===== src/rtl/rf_scoreboard.sv =====
// Issue-stage register scoreboard: per-register pending-write counters that
// stall issue on RAW hazards and on counter saturation, with same-cycle writeback bypass.
module rf_scoreboard #(
    parameter int NREG = 32,
    parameter int AW   = 5,
    parameter int CW   = 2,
    parameter int TW   = 6
) (
    input  logic          clk,
    input  logic          rst,
    input  logic          flush,
    input  logic          issue_valid,
    input  logic [AW-1:0] issue_rs,
    input  logic [AW-1:0] issue_rt,
    input  logic          issue_use_rs,
    input  logic          issue_use_rt,
    input  logic          issue_wr,
    input  logic [AW-1:0] issue_rd,
    input  logic          wb_valid,
    input  logic [AW-1:0] wb_rd,
    output logic          stall,
    output logic          issue_fire,
    output logic [TW-1:0] pending_total,
    output logic          err
);

    localparam logic [CW-1:0] CNT_MAX = '1;
    localparam logic [CW-1:0] CNT_ONE = CW'(1);

    logic [NREG-1:0][CW-1:0] cnt_q, cnt_d;
    logic [TW-1:0]           pending_total_q, pending_total_d;
    logic                    err_q, err_d;

    logic [CW-1:0] cnt_rs, cnt_rt, cnt_rd, cnt_wb;
    logic          rs_haz, rt_haz, rd_haz;
    logic          inc, dec, wb_bad, same_reg;

    // A source whose only pending write retires this cycle is readable: the RF writes on the falling edge.
    always_comb begin
        cnt_rs = cnt_q[issue_rs];
        cnt_rt = cnt_q[issue_rt];
        cnt_rd = cnt_q[issue_rd];
        cnt_wb = cnt_q[wb_rd];

        rs_haz = issue_use_rs && (issue_rs != '0) && (cnt_rs != '0) &&
                 !(wb_valid && (wb_rd == issue_rs) && (cnt_rs == CNT_ONE));
        rt_haz = issue_use_rt && (issue_rt != '0) && (cnt_rt != '0) &&
                 !(wb_valid && (wb_rd == issue_rt) && (cnt_rt == CNT_ONE));
        rd_haz = issue_wr && (issue_rd != '0) && (cnt_rd == CNT_MAX) &&
                 !(wb_valid && (wb_rd == issue_rd));

        stall      = issue_valid && (rs_haz || rt_haz || rd_haz);
        issue_fire = issue_valid && !stall;

        inc      = issue_fire && issue_wr && (issue_rd != '0);
        dec      = wb_valid && (wb_rd != '0) && (cnt_wb != '0);
        wb_bad   = wb_valid && (wb_rd != '0) && (cnt_wb == '0);
        same_reg = inc && dec && (issue_rd == wb_rd);
    end

    always_comb begin
        cnt_d           = cnt_q;
        pending_total_d = pending_total_q;
        err_d           = err_q;
        if (flush) begin
            cnt_d           = '0;
            pending_total_d = '0;
        end else begin
            if (inc && !same_reg) begin
                cnt_d[issue_rd] = cnt_q[issue_rd] + CNT_ONE;
            end
            if (dec && !same_reg) begin
                cnt_d[wb_rd] = cnt_q[wb_rd] - CNT_ONE;
            end
            pending_total_d = pending_total_q + TW'(inc) - TW'(dec);
            err_d           = err_q || wb_bad;
        end
        cnt_d[0] = '0;
    end

    always_ff @(posedge clk or negedge rst) begin
        if (!rst) begin
            cnt_q           <= '0;
            pending_total_q <= '0;
            err_q           <= 1'b0;
        end else begin
            cnt_q           <= cnt_d;
            pending_total_q <= pending_total_d;
            err_q           <= err_d;
        end
    end

    assign pending_total = pending_total_q;
    assign err           = err_q;

endmodule


===== config.mk =====
export PLATFORM = sky130hd
export DESIGN_NAME = rf_scoreboard
export DESIGN_NICKNAME = d
export VERILOG_FILES = /design/src/rtl/rf_scoreboard.sv
export SDC_FILE = /design/constraint.sdc
export NUM_CORES = 1
export LEC_CHECK = 0
export BUFFER_PORTS_ARGS = -buffer_cell sky130_fd_sc_hd__buf_4
export CAP_MARGIN = 30
export CORE_MARGIN = 3
export CORE_UTILIZATION = 68
export DETAILED_ROUTE_END_ITERATION = 12
export PLACE_DENSITY = 0.87
export SYNTH_ARGS = -nofsm -noshare
export SYNTH_HDL_FRONTEND = slang
export SYNTH_SLANG_ARGS = --single-unit

===== constraint.sdc =====
create_clock -name clk -period 10.3 [get_ports clk]
set_clock_uncertainty 0.2 [all_clocks]
set_input_delay 1.03 -clock clk [delete_from_list [all_inputs] [get_ports clk]]
set_output_delay 1.03 -clock clk [all_outputs]
set_load 0.03 [all_outputs]

# Word-level counts from Yosys, hierarchy flattened
# Cells that the tools add are included.
[word_totals]
reg_bits = 69
latchBits = 0
ram_bits = 0
romBits = 0
in_bits = 28
output_inout_bits = 9
wordCells = 112
n_memories = 0
[op_classes]
n_addsub = 4
mul = 0
n_div = 0
magnitude_cmp = 6
eq_ne = 7
shift = 0
n_mux = 19
bitwise = 0
reduce_logical = 43
[ops]
columns = ["op", "n"]
rows = [
  ["$mux 64", 4],
  ["$bwmux 64", 2],
  ["$bmux 2 s5", 4],
  ["$logic_and 1x1->1", 27],
  ["$lt 5x6->1 const B", 4],
  ["$demux 2 s5", 2],
  ["$eq 5x5->1", 4],
  ["$reduce_bool 5->1", 4],
  ["$mux 2", 6],
  ["$ge 5x1->1 const B", 2],
  ["$add 6x1->6", 1],
  ["$mux 6", 1],
  ["$reduce_bool 2->1", 3],
  ["$sub 6x1->6", 1],
  ["$logic_not 1->1", 5],
  ["$eq 2x1->1 const B", 2],
  ["$logic_or 1x1->1", 3],
  ["$add 2x1->2 const B", 1],
  ["$eq 2x2->1 const B", 1],
  ["$logic_not 2->1", 1],
  ["$sub 2x1->2 const B", 1],
]

# Longest topological paths before layout
# Gate-level depths: netlist of the first run.
[depth]
word_depth = 22
ltp_mapped = 22
ltp_nobuf = 19

# Worst setup path after synthesis of the first run
# Ideal clock, no wire load.
[synth_timing]
path_type = "in2reg"
start = "input port wb_rd[0]"
end = "register cnt_q[32] (netlist name)"
setup_time_ns = 0.136
arrival_ns = 5.210
t_required_ns = 9.964
path_slack_ns = 4.754
path_stages = 17
path_buffers = 4
path_cell_list = "buf_2 > buf_1 > buf_1 > mux4_2 > a22oi_1 > and4_1 > ha_1 > a211o_1 > inv_1 > ha_1 > and3_1 > a2111oi_0 > clkbuf_1 > nand2_1 > nor3b_1 > nand3_1 > a31oi_1"
[synth_rtl]
columns = ["element", "line", "rtl"]
rows = [
  ["start: declaration", "20", "input logic [AW-1:0] wb_rd,"],
  ["end signal: assignment", "87", "cnt_q <= cnt_d;"],
  ["end: declaration", "30", "logic [NREG-1:0][CW-1:0] cnt_q, cnt_d;"],
]

==> results.json, run 1 <==
{
  "hold_viol": 0,
  "clk_pin_slew_ps": 80,
  "core_um2": 10000,
  "rsz0062_at_grt": "no",
  "ctsResizeCount": 0,
  "ctsHtreeMaxLevel": 3,
  "drcViolationCount": 0,
  "synth.avg_cell_area_um2": 8.74,
  "grt_util_all_layers": 0.466,
  "critPathKind": "in2reg",
  "grt_max_degree": 78,
  "std_cell_rows": 36,
  "fmax_ghz": 0.184,
  "cts-root-buf": "clkbuf_8",
  "clk_path_buf_depth": 2,
  "synthCells": 821,
  "portBuffers": 36,
  "syn_nets": 859,
  "hold_class": "in2async",
  "async_flop_share": 1.00,
  "fp.dieW_um": 109,
  "setup_viol": 0,
  "ys_dominant_reg_cell": "dfrtp_1",
  "firstDrtPassIters": 9,
  "dr_total_vias": 7921,
  "min_period_ps": 5420,
  "final_layout_size_suffix_gt1_frac": 0.189,
  "finalWirelength_um": 27100,
  "setup-tns-final_ps": 0,
  "ys_seq_area_frac": 0.241,
  "grt.overflow.total": 0,
  "dieArea_um2": 11800,
  "cp-start-kind": "input port",
  "post-cts-setup-buffer-count": 0,
  "grt_pass1_wl_um": 41400,
  "fin_cells": 933,
  "vdd_drop_max_v": 0.0000967,
  "synth_cell_type_count": 59,
  "antenna_found_initial": 0,
  "worst_slew_margin_rel": 0.369,
  "status": "finished, final reports clean",
  "synth_edf_count": 0,
  "start_util": 0.718,
  "synth-seq-cells": 69,
  "tightest_slew_ps": 942,
  "layout_common_cells": "dfrtp_1, a31oi_1, nand2_1",
  "syn-cell-area_um2": 7180,
  "p_leak_nw": 2.89,
  "hpwl_um": 17500,
  "ant_nets": 0,
  "final_common_cell": "dfrtp_1",
  "cts_buffers": 9,
  "cp.required_ps": 10400,
  "fp.dieH_um": 109,
  "dp_cells": 915,
  "via_per_inst": 8.49,
  "clkLatencyLatePin_ps": 390,
  "critPathArrivalTime_ps": 5520,
  "cp_max_fo": 19,
  "grt_pass1_vias": 7601,
  "n_antenna_cell": 0,
  "end_kind": "register",
  "drv_slew": 0,
  "yosys.area.top_type": "dfrtp_1",
  "wl_per_cell_um": 29.1,
  "synth_top_area_share": 0.241,
  "cts_tree": "done",
  "cap_violations": 0,
  "powerDensity_nw_per_um2": 96.7,
  "drt_iter0_drc": 1497,
  "synth_top_cells_by_area": "dfrtp_1, mux4_2, a31oi_1",
  "ctsHoldBuffers": 0,
  "finalCritPeriodShare": 0.527,
  "area_growth_pct": 6.52,
  "power.total_uw": 739,
  "place_congestion": 1.07,
  "nets": 833,
  "yosys_warnings": 0,
  "ioPinCount": 37,
  "n_fill_cell": 745,
  "cts.sinks": 69
}
stage by stage:
stage | area [um2] | setup slack [ps] | utilization | hold slack [ps]
after global placement | 7360 | 4660 | 0.736 | 302
after floorplan | 7180 | 4750 | - | 361
final | 7640 | 4880 | 0.765 | 222
after global routing | 7640 | 4640 | 0.765 | 220
after detailed placement | 7400 | 4370 | 0.740 | 290
after CTS | 7600 | 4720 | 0.760 | 310
per-layer routing:
metal / vias to the layer above / track usage / part of all wire
li1: 3173 / - / -
met1: 3669 / 0.599 / 0.34
met2: 828 / 0.678 / 0.42
met3: 251 / 0.157 / 0.17
met4: 0 / 0.284 / 0.078
met5: - / 0 / 0
cell type report:
class                           count  area [um2]  share of cell area
Tap cell                          133         166              0.0218
Timing Repair Buffer               55         445              0.0583
Clock inverter                      7        82.6              0.0108
Inverter                           16        60.1             0.00786
Multi-Input combinational cell    644        5040               0.659
Sequential cell                    69        1730               0.226
Clock buffer                        9         124              0.0162
cells in the mapped netlist, types with 11 or more instances:
library cell,n
dfrtp_1,69
clkbuf_1,61
a31oi_1,58
nand2_1,54
nand3_1,53
mux4_2,52
nor2_1,49
nand4_1,43
o211ai_1,32
o21ai_0,31
mux2i_1,23
nor3b_1,23
and3_1,20
a21oi_1,18
o21a_1,18
a22oi_1,17
buf_1,16
inv_1,15
buf_2,14
a311oi_1,13
xor2_1,12
a31o_2,11
nor3_1,11
kinds of logic after synthesis:
kind of cell	synth area share
flip-flops	0.241
adder cells (fa/ha/maj)	0.0185
buffers and inverters	0.0600
multiplexers	0.206
AO/OA/AOI/OAI	0.220
AND/OR/NAND/NOR	0.230
XOR/XNOR	0.0244
path summary, 6_finish.rpt:
path / from / endpoint / slack (ps) / cells past startpoint
max: issue_rs[1] / cnt_q[59] / 4880 / 14
min: rst / pending_total[4] / 220 / 1
max reg2reg: cnt_q[43] / cnt_q[59] / 5430 / 13
min reg2reg: err / err / 310 / 1
max in group asynchronous: rst / cnt_q[31] / 9130 / 2
min in group clk: err / err / 310 / 1
power breakdown:
group	internal [mW]	switching, mW
clock network	0.116	0.130
logic	0.0724	0.130
registers	0.279	0.0117
worst max-delay path: stages:
cell and delay, ps:
buf_4 310, mux4_2 580, mux4_2 520, nand2b_1 170, and3_4 200, a21o_2 210
nor3_1 350, and3_1 230, ha_1 170, nand3_1 120, o211a_1 550, and2_1 350
or4_1 530, a31oi_1 180
flip-flops by register name (all words and copies together), names as in the netlist:
name / count
cnt_q: 62
err: 1
pending_total: 6
No activity file was read; power rests on OpenSTA's default activity.
==> run 2, diff against run 1 <==
--- a/config.mk
+++ b/config.mk
@@ -8,9 +8,9 @@
 export BUFFER_PORTS_ARGS = -buffer_cell sky130_fd_sc_hd__buf_4
 export CAP_MARGIN = 30
 export CORE_MARGIN = 3
-export CORE_UTILIZATION = 68
+export CORE_UTILIZATION = 57
 export DETAILED_ROUTE_END_ITERATION = 12
-export PLACE_DENSITY = 0.87
+export PLACE_DENSITY = 0.78
 export SYNTH_ARGS = -nofsm -noshare
 export SYNTH_HDL_FRONTEND = slang
 export SYNTH_SLANG_ARGS = --single-unit
==> constraint.sdc (replaced) <==
create_clock -name clk -period 4.47 [get_ports clk]
set_clock_uncertainty 0.2 [all_clocks]
set_input_delay 0.447 -clock clk [delete_from_list [all_inputs] [get_ports clk]]
set_output_delay 0.447 -clock clk [all_outputs]
set_load 0.03 [all_outputs]
==> run 2 against run 1 <==
Net effect: wire length increased by 3.7%; hold slack improved by 86 ps; critical path depth unchanged; utilization decreased by 9.8 points; first-iteration DRC count decreased by 14%; die area increased by 18%; final area increased by 6.1%; register-to-register slack got worse by 5300 ps; non-clock buffer count increased by 42; via count increased by 0.10%; critical endpoint is now cnt_q[19].
==> results.json, run 2 (synthesized netlist as in run 1, its figures left out) <==
{
  "finalCritPeriodShare": 0.969,
  "drv_slew": 0,
  "min_period_ps": 4330,
  "grt_pass1_wl_um": 43500,
  "grt_pass1_vias": 7683,
  "antenna_found_initial": 0,
  "fp.dieH_um": 118,
  "n_antenna_cell": 0,
  "fmax_ghz": 0.231,
  "vdd_drop_max_v": 0.000178,
  "power.total_mw": 1.83,
  "cts-root-buf": "clkbuf_16",
  "final_util": 0.667,
  "post-cts-setup-buffer-count": 0,
  "cp.required_ps": 4540,
  "firstDrtPassIters": 6,
  "hold_depth": 1,
  "place_congestion": 1.02,
  "critPathKind": "reg2reg",
  "nets": 875,
  "clkLatencyLatePin_ps": 350,
  "dieArea_um2": 14000,
  "clk_pin_slew_ps": 60,
  "dr_total_vias": 7929,
  "cap_violations": 0,
  "core_um2": 12200,
  "ioPinCount": 37,
  "hold_viol": 0,
  "tightest_slew_ps": 844,
  "largest_reg_flops": 62,
  "critPathArrivalTime_ps": 4400,
  "cp_max_fo": 5,
  "hpwl_um": 19100,
  "hold_class": "reg2reg",
  "wl_per_cell_um": 28.0,
  "cts_tree": "done",
  "ant_nets": 0,
  "area_growth_pct": 13.0,
  "drt_iter0_drc": 1282,
  "powerDensity_nw_per_um2": 225,
  "ff2ff_path_depth": 14,
  "status": "finished, final reports clean",
  "p_leak_nw": 3.13,
  "clk_path_buf_depth": 2,
  "cts.sinks": 69,
  "finalWirelength_um": 28100,
  "cts_buffers": 9,
  "std_cell_rows": 40,
  "final_common_cell": "buf_4",
  "grt_util_all_layers": 0.400,
  "cp-start-kind": "register",
  "ctsHtreeMaxLevel": 3,
  "via_per_inst": 7.87,
  "grt_max_degree": 78,
  "largest_register": "cnt_q",
  "fp.dieW_um": 118,
  "layout_common_cells": "buf_4, dfrtp_1, a31oi_1",
  "worst_slew_margin_rel": 0.437,
  "end_kind": "register",
  "grt.overflow.total": 0,
  "drcViolationCount": 0,
  "setup_viol": 0,
  "start_util": 0.590,
  "portBuffers": 36,
  "final_layout_size_suffix_gt1_frac": 0.237
}
## run 2: where the power goes
group	switching (mW)	internal, mW
clock network	0.286	0.380
registers	0.0260	0.645
logic	0.309	0.182
total	0.620	1.21
## run 2: cell type report
type / count / area [um2]
multi-input cells: 644 / 5070
fillers: 1016 / 4050
flip-flops and latches: 69 / 1730
repair buffers: 97 / 785
clock buffers: 11 / 243
well taps: 168 / 210
inverters: 16 / 60.1
clock inverters: 2 / 12.5
## run 2: metrics by stage
step | TNS [ps] | instances | setup slack [ps] | hold WS [ps] | instance area, um2
after floorplan | 0 | 821 | 11.4 | -48.6 | 7180
after global placement | 0 | 992 | 44.8 | 282 | 7790
after detailed placement | -1030 | 992 | -113 | 286 | 7790
after CTS | 0 | 1005 | 27.3 | 80.8 | 8040
after global routing | -1.51 | 1007 | -1.51 | 327 | 8110
final | 0 | 1007 | 140 | 308 | 8110
## run 2: worst max-delay path: stages, from the launching register on
cell and delay [ps]:
dfrtp_2 460, mux4_2 480, mux4_2 510, nand2b_1 160
and3_4 200, a21o_2 210, nor3_2 220, and3_1 180
ha_1 170, nand3_1 110, buf_4 160, o211a_1 290
and2_1 230, or4_1 470, a31oi_1 200
## run 2: per-layer routing
metal | share of wire | global-route usage | wire, um | vias up
met5 | 0 | 0 | 0 | -
met4 | 0.062 | 0.243 | 1740 | 0
met3 | 0.15 | 0.120 | 4130 | 161
met2 | 0.43 | 0.577 | 12200 | 723
met1 | 0.36 | 0.528 | 10000 | 3778
li1 | - | - | - | 3267
## run 2: repair_timing
item | in CTS | in global routing
hold buffers | 0 | 1
endpoints found under the hold margin | 0 | 30
gates resized for setup | 0 | 12
setup endpoints to repair | 0 | 36
## run 2: final timing paths
check	start	end	slack, ps
max in group asynchronous	rst	cnt_q[59]	3070
max reg2reg	cnt_q[63]	cnt_q[19]	140
min reg2reg	err	err	310
min in group asynchronous	rst	cnt_q[9]	390
min	err	err	310
max	cnt_q[63]	cnt_q[19]	140
==> run 3, diff against run 2 <==
--- a/config.mk
+++ b/config.mk
@@ -8,9 +8,9 @@
 export BUFFER_PORTS_ARGS = -buffer_cell sky130_fd_sc_hd__buf_4
 export CAP_MARGIN = 30
 export CORE_MARGIN = 3
-export CORE_UTILIZATION = 57
+export CORE_UTILIZATION = 55
 export DETAILED_ROUTE_END_ITERATION = 12
-export PLACE_DENSITY = 0.78
+export PLACE_DENSITY = 0.76
 export SYNTH_ARGS = -nofsm -noshare
 export SYNTH_HDL_FRONTEND = slang
 export SYNTH_SLANG_ARGS = --single-unit
==> run 3 against run 2 <==
Net effect: worst setup slack lost 59 ps; global-route usage is 0.77 points higher; cell count up 2.4%; combinational power increased by 1%; count of clock-buffer cells in the layout down 1; sequential share of layout area down 0.53 points; wire length up 4.0%.
==> results.json, run 3 (synthesized netlist as in run 1, its figures left out) <==
{
  "ctsHtreeMaxLevel": 3,
  "cp_max_fo": 11,
  "cp.required_ps": 4550,
  "grt_max_degree": 78,
  "final_layout_size_suffix_gt1_frac": 0.246,
  "setup_slack_ps": 80.8,
  "switchingPower_uw": 664,
  "top_usage_layer": "met2",
  "antenna_found_initial": 1,
  "powerDensity_nw_per_um2": 242,
  "clkLatencyLatePin_ps": 360,
  "globalRouteMet1Util": 0.556,
  "cp-start-kind": "register",
  "grt_pass1_wl_um": 44800,
  "drt_iter0_drc": 1454,
  "fp.dieH_um": 120,
  "via_per_inst": 7.75,
  "nets": 892,
  "hold_viol": 0,
  "setup-tns-final_ps": 0,
  "fp.dieW_um": 120,
  "firstDrtPassIters": 6,
  "grt_util_all_layers": 0.408,
  "cts_buffers": 9,
  "std_cell_rows": 41,
  "pwr-share-comb": 0.247,
  "finalWirelength_um": 29300,
  "dp_cells": 1011,
  "ff2ff_path_depth": 16,
  "setup_viol": 0,
  "wl_per_cell_um": 28.4,
  "cts.sinks": 69,
  "hpwl_um": 20000,
  "ant_nets": 0,
  "swShare": 0.332,
  "dr_total_vias": 7986,
  "cts-root-buf": "clkbuf_16",
  "status": "finished, final reports clean",
  "whs_ps": 251,
  "p_int_mw": 1.34,
  "reg2reg_to": "cnt_q[32]",
  "power.total_mw": 2.00,
  "portBuffers": 36,
  "clk_pin_slew_ps": 70,
  "fmax_ghz": 0.228,
  "core_um2": 12700,
  "grt_pass1_vias": 7627,
  "vdd_drop_max_v": 0.000238,
  "p_leak_nw": 3.25,
  "crit_end": "cnt_q[32]",
  "fin_area_um2": 8300,
  "power_frac_clock": 0.417,
  "final_common_cell": "buf_4",
  "n_antenna_cell": 0,
  "ioPinCount": 37,
  "largest_register": "cnt_q",
  "min_period_ps": 4390,
  "power.share.sequential": 0.336,
  "hold_class": "in2async",
  "grt.overflow.total": 0,
  "place_area_um2": 7910,
  "dieArea_um2": 14500,
  "use_met3": 0.135,
  "final_util": 0.655,
  "clk_path_buf_depth": 2,
  "start_util": 0.566,
  "end_kind": "register",
  "grt.met2_usage": 0.587,
  "worst_slew_margin_rel": 0.381,
  "rsz0062_at_grt": "no",
  "r2r_slack_ps": 80,
  "fin_cells": 1031,
  "place_congestion": 1.01,
  "tightest_slew_ps": 928,
  "rr_startpoint": "cnt_q[45]",
  "layout_common_cells": "buf_4, dfrtp_1, a31oi_1",
  "area_growth_pct": 15.6,
  "critPathKind": "reg2reg",
  "cts_tree": "done",
  "critPathArrivalTime_ps": 4460,
  "drcViolationCount": 0,
  "drv_slew": 0,
  "largest_reg_flops": 62,
  "finalCritPeriodShare": 0.982,
  "cap_violations": 0,
  "place_ws_ps": -106,
  "startpoint": "cnt_q[45]"
}
==> run 3: changes by cell type in the layout (fill, tap and decap cells not counted), sizes merged <==
cell      before  now
buf           96  113
bufinv         0    2
inv           15   17
clkbuf        11   10
clkinv         2    1
clkinvlp       1    2
==> run 3: worst min-delay path by stage <==
stage	from	endpoint	slack, ps
after floorplan	rst	cnt_q[10]	-50
after global placement	err	err	260
after detailed placement	err	err	270
after CTS	rst	cnt_q[50]	70
after global routing	rst	cnt_q[56]	260
final	rst	cnt_q[56]	250
==> run 3: final cells by class <==
cell class / count / area, um2
fill: 1077 / 4370
multi-input combinational: 644 / 5050
inverter: 16 / 60.1
tap: 172 / 215
sequential: 69 / 1730
timing repair buffer: 114 / 916
clock inverter: 6 / 92.6
clock buffer: 10 / 239
==> run 3: power by group through the flow <==
stage               sequential [mW]  clock [mW]  combinational, mW
global route                  0.675       0.860              0.523
global placement              0.681           0              0.463
detailed placement            0.683           0              0.475
floorplan                     0.694           0              0.289
finish                        0.673       0.835              0.496
CTS                           0.672       0.828              0.478
==> run 3: repair_timing <==
item	in CTS	in global routing
setup buffers	2	0
hold buffers	0	1
endpoints found under the setup margin	1	29
gates resized for setup	0	2
pin swaps	1	0
endpoints found under the hold margin	0	7
==> run 3: routing by layer <==
metal  vias up  share of wire
met2       702           0.43
met3       151           0.15
met4         0          0.058
li1       3296              -
met5         -              0
met1      3837           0.36
==> run 3: worst max-delay path: stages (launching register included) <==
cell,delay (ps)
dfrtp_1,480
mux4_2,520
mux4_2,490
nand2b_1,170
and3_4,190
a21o_2,210
nor3_2,260
and3_1,200
ha_1,170
and3_1,210
a2111oi_2,80
buf_4,180
buf_4,200
nand2_1,240
nor3b_1,230
nand3_1,100
a31oi_1,170
